**config.mk**
```make
export PLATFORM = sky130hd
export DESIGN_NAME = rgb_pixel_assembler
export DESIGN_NICKNAME = d
export VERILOG_FILES = /design/src/rtl/rgb_pixel_assembler.sv
export SDC_FILE = /design/constraint.sdc
export NUM_CORES = 1
export LEC_CHECK = 0
export ABC_AREA = 0
export CAP_MARGIN = 30
export CORE_MARGIN = 4
export CORE_UTILIZATION = 30
export DETAILED_ROUTE_END_ITERATION = 8
export PLACE_DENSITY = 0.51
export RECOVER_POWER = 100
export SLEW_MARGIN = 20
export SYNTH_ARGS = -nofsm -noshare
export SYNTH_HDL_FRONTEND = slang
export SYNTH_SLANG_ARGS = --single-unit
```
**constraint.sdc**
```tcl
create_clock -name clk_i -period 5.13 [get_ports clk_i]
set_input_delay 1.2825 -clock clk_i [delete_from_list [all_inputs] [get_ports clk_i]]
set_output_delay 1.2825 -clock clk_i [all_outputs]
set_load 0.03 [all_outputs]
```
**src/rtl/rgb_pixel_assembler.sv**
```systemverilog
// Packs an R,G,B byte stream into 24-bit pixels with frame tracking and a sticky framing error.
// Optional build macro: PX_TIMEOUT_EN drops a partial pixel after TIMEOUT_CYCLES idle cycles.
module rgb_pixel_assembler #(
    parameter int MAX_PIXEL_BITS = 24,
    parameter int PX_COUNT_BITS  = 16,
    parameter int TIMEOUT_CYCLES = 255
) (
    input  logic                      clk_i,
    input  logic                      nreset_i,
    input  logic                      byte_valid_i,
    input  logic [7:0]                byte_i,
    input  logic                      sof_i,
    output logic [MAX_PIXEL_BITS-1:0] px_rgb_o,
    output logic                      px_rdy_o,
    output logic [PX_COUNT_BITS-1:0]  px_count_o,
    output logic                      frame_err_o
);

    typedef enum logic [1:0] {
        WAIT_SOF,
        PH_R,
        PH_G,
        PH_B
    } state_t;

    state_t     state;
    logic [7:0] red;
    logic [7:0] green;
    logic       timeout;

`ifdef PX_TIMEOUT_EN
    localparam int IDLE_BITS = $clog2(TIMEOUT_CYCLES + 1);

    logic [IDLE_BITS-1:0] idle;
    logic                 mid_pixel;

    assign mid_pixel = (state == PH_G) || (state == PH_B);
    assign timeout   = mid_pixel && !byte_valid_i
                       && (idle == IDLE_BITS'(TIMEOUT_CYCLES - 1));

    // Idle cycles only accumulate while a pixel is partially assembled.
    always_ff @(posedge clk_i) begin
        if (!nreset_i) begin
            idle <= '0;
        end else if (byte_valid_i || timeout || !mid_pixel) begin
            idle <= '0;
        end else begin
            idle <= idle + IDLE_BITS'(1);
        end
    end
`else
    assign timeout = 1'b0;
`endif

    always_ff @(posedge clk_i) begin
        if (!nreset_i) begin
            state       <= WAIT_SOF;
            red         <= '0;
            green       <= '0;
            px_rgb_o    <= '0;
            px_rdy_o    <= 1'b0;
            px_count_o  <= '0;
            frame_err_o <= 1'b0;
        end else begin
            px_rdy_o <= 1'b0;
            if (byte_valid_i) begin
                case (state)
                    WAIT_SOF: begin
                        if (sof_i) begin
                            red         <= byte_i;
                            px_count_o  <= '0;
                            frame_err_o <= 1'b0;
                            state       <= PH_G;
                        end
                    end
                    PH_R: begin
                        red   <= byte_i;
                        state <= PH_G;
                        if (sof_i) begin
                            px_count_o  <= '0;
                            frame_err_o <= 1'b0;
                        end
                    end
                    PH_G: begin
                        // A frame start here abandons the partial pixel and restarts on this byte.
                        if (sof_i) begin
                            red         <= byte_i;
                            px_count_o  <= '0;
                            frame_err_o <= 1'b1;
                            state       <= PH_G;
                        end else begin
                            green <= byte_i;
                            state <= PH_B;
                        end
                    end
                    PH_B: begin
                        if (sof_i) begin
                            red         <= byte_i;
                            px_count_o  <= '0;
                            frame_err_o <= 1'b1;
                            state       <= PH_G;
                        end else begin
                            px_rgb_o <= {red, green, byte_i};
                            px_rdy_o <= 1'b1;
                            if (px_count_o != '1) begin
                                px_count_o <= px_count_o + 1'b1;
                            end
                            state <= PH_R;
                        end
                    end
                    default: state <= WAIT_SOF;
                endcase
            end else if (timeout) begin
                frame_err_o <= 1'b1;
                state       <= PH_R;
            end
        end
    end

endmodule

```
==> impl_metrics.toml <==
[sta]
fin_setup_tns_ps = 0
slew_violations = 9
hold_violations = 0
fin_skew_ps = 4.05
max_slew_margin_pct = -18.5
fin_hold_ws_ps = 460
worstMarginPinSlew_ps = 1760
fin_crit_ps = 3460
fin_ws_ps = 1670
setup_violations = 0
rsz0062_at_grt = "false"
clock.fmax_mhz = 289
fin_crit_sh_pct = 67.5

[cts]
hold_buffers = 0
clockRootBuffer = "clkbuf_8"
h-tree-depth = 3
clock_latency_ps = 340
clk_pin_slew_worst_paths_ps = 80
cts_tree = "yes"
cts_sinks = 60
cts_setup_buffers = 0
cts_buffer_depth = 2
cts_resized = 0
cts_buffers = 9

[route]
routedWlPerCell_um = 14.0
drc = 0
wirelength_mm = 6.29
vias = 2176
drt-initial-drc-count = 76
vias_per_cell = 4.86
drtAntennaViolNets = 0
drtPass1Iterations = 4

[power]
seqPwrFrac_pct = 45.1
max-vdd-ir-drop_mv = 0.109
intPower_mw = 0.819
power.density_nw_per_um2 = 311
p_switching_mw = 0.233
pwr-share-clk_pct = 50.6
pwr-share-comb_pct = 4.2
switching_share_pct = 22.2
p_leak_nw = 1.30

[die]
die_h_um = 99.9
die_area_um2 = 9980
core_area_um2 = 8220
initial_utilization_pct = 30.8
rows = 33
design.portCount = 54
die_w_um = 99.9

[grt]
grt_pass1_wl_mm = 10.6
grt_max_degree = 56
antenna_found_initial = 0
grt-ovfl-total = 0
grt_pass1_vias = 2153
track_usage_pct = 13.3

[critical_path]
start_kind = "input port"
worstPathArrival_ps = 3690
critPathCaptureType = "register"
crit_path_start = "sof_i"
cp.required_ps = 5360
critPathKind = "input port to register"
worstPathMaxFanout = 10
rr_startpoint = "state[1]$_SDFFE_PN0P_"
r2r_slack_ps = 2790

[logic_synthesis]
synth_ff_type = "dfxtp_1"
ys_ff_latch = 60
synth_area_leader_cell = "dfxtp_1"
synth-seq-area-share_pct = 47.4
netlist_area_um2 = 2530
syn-mean-instance-area_um2 = 8.92
synth_top_cell_area_share_pct = 47.4
synthArstFlopShare_pct = 0
yosysUniqueCellTypes = 45
syn_nets = 297
synth_warnings = 0
synthTopCellsByArea = "dfxtp_1 (47%), nand2_1 (9.2%), a21boi_0 (7.7%)"
synth_edf_count = 0
syn-instance-count = 284

[hold_path]
hp-class = "register to register"
hold_start = "px_rgb_o[17]$_SDFFE_PN0P_"

[flow_run]
timing.max_cap.violations = 1

[cells_and_area]
layout_commonest_cell = "nand2_1"
fin_util_pct = 41.2
fin_nets = 351
layoutNonFillerInstCount = 448
syn2layout_area_growth_pct = 33.6
final_layout_size_suffix_gt1_share_pct = 7.00
final_cell_mix = "nand2_1 (62), dfxtp_1 (60), dlygate4sd3_1 (44), a21boi_0 (26), nor2b_1 (17)"
antenna_cells = 0
fill_cells = 839

[placement]
gp_congestion = 0.836
dpl.cell_count = 432
io_buffers = 53
dp_slack_ps = 1820
detailed_place_hpwl_mm = 4.19

[outcome]
violations = "capacitance limit, slew limit"
outcome = "finished, violations left"
[cells by family after synthesis]
| kind of cell | share of synthesized area [%] |
|---|---|
| AOI/OAI and AO/OA | 18.0 |
| xor gates and xnor gates | 0.346 |
| adders and majority gates | 0.494 |
| buffers and inverters | 2.72 |
| DFF | 47.4 |
| muxes | 6.77 |
| and+or+nand+nor | 24.2 |
[cells in the mapped netlist (2+ instances only)]
cell type   n
buf_2       4
o2111ai_1   2
o31ai_1     2
nor3_1      3
dfxtp_1    60
a21oi_2     2
a31oi_1     4
mux2i_1    16
a21oi_1    10
a21boi_0   26
nand2_1    62
nor4_1      3
o21a_1      2
nand3_1     5
o41ai_1     2
o21ai_0    10
clkbuf_1   10
inv_1       3
nor2_1     11
nand4_1     6
nor2b_1    17
[sequential cells by signal, summed over array words and instances, names as in the netlist]
register,cells
px_count_o,16
red,8
state,2
px_rdy_o,1
frame_err_o,1
green,8
px_rgb_o,24
[power by group through the flow]
stage | combinational, mW | clock [mW] | sequential, mW
2_1_floorplan | 0.0283 | 0 | 0.485
3_3_place_gp | 0.0467 | 0 | 0.485
3_5_place_dp | 0.0466 | 0 | 0.486
4_1_cts | 0.0469 | 0.545 | 0.475
5_1_grt | 0.0494 | 0.560 | 0.475
6_report | 0.0447 | 0.533 | 0.475
[path summary, 6_finish.rpt]
kind	cells past startpoint	endpoint
setup / recovery	4	red[7]$_SDFFE_PN0P_
hold reg to reg	2	px_rgb_o[17]$_SDFFE_PN0P_
hold / removal	2	px_rgb_o[17]$_SDFFE_PN0P_
setup reg to reg	4	red[7]$_SDFFE_PN0P_
[stage by stage]
step / instance area (µm²) / power [mW]
after floorplan: 2530 / 0.514
after global placement: 3170 / 0.532
after detailed placement: 3170 / 0.532
after CTS: 3420 / 1.07
after global routing: 3380 / 1.09
final: 3380 / 1.05
[area by class of cell]
type,count,area [µm²],share of cell area (%)
well taps,105,131,3.88
multi-input cells,207,1240,36.7
repair buffers,57,549,16.2
inverters,3,11.3,0.333
flip-flops and latches,60,1200,35.5
clock buffers,9,124,3.66
clock inverters,7,124,3.66
[metal layers]
layer	part of all wire, %	GRT usage [%]	routed length [µm]
met2	47	20.6	2930
met1	48	17.6	2990
met3	4.6	2.92	288
met5	0	0	0
met4	1.2	6.62	76
[worst max-delay path: stages]
cell and delay (ps):
dlygate4sd3_1 650, o21ai_0 1380, mux2i_1 300, nor2b_1 70
No activity file was read; power rests on OpenSTA's default activity.
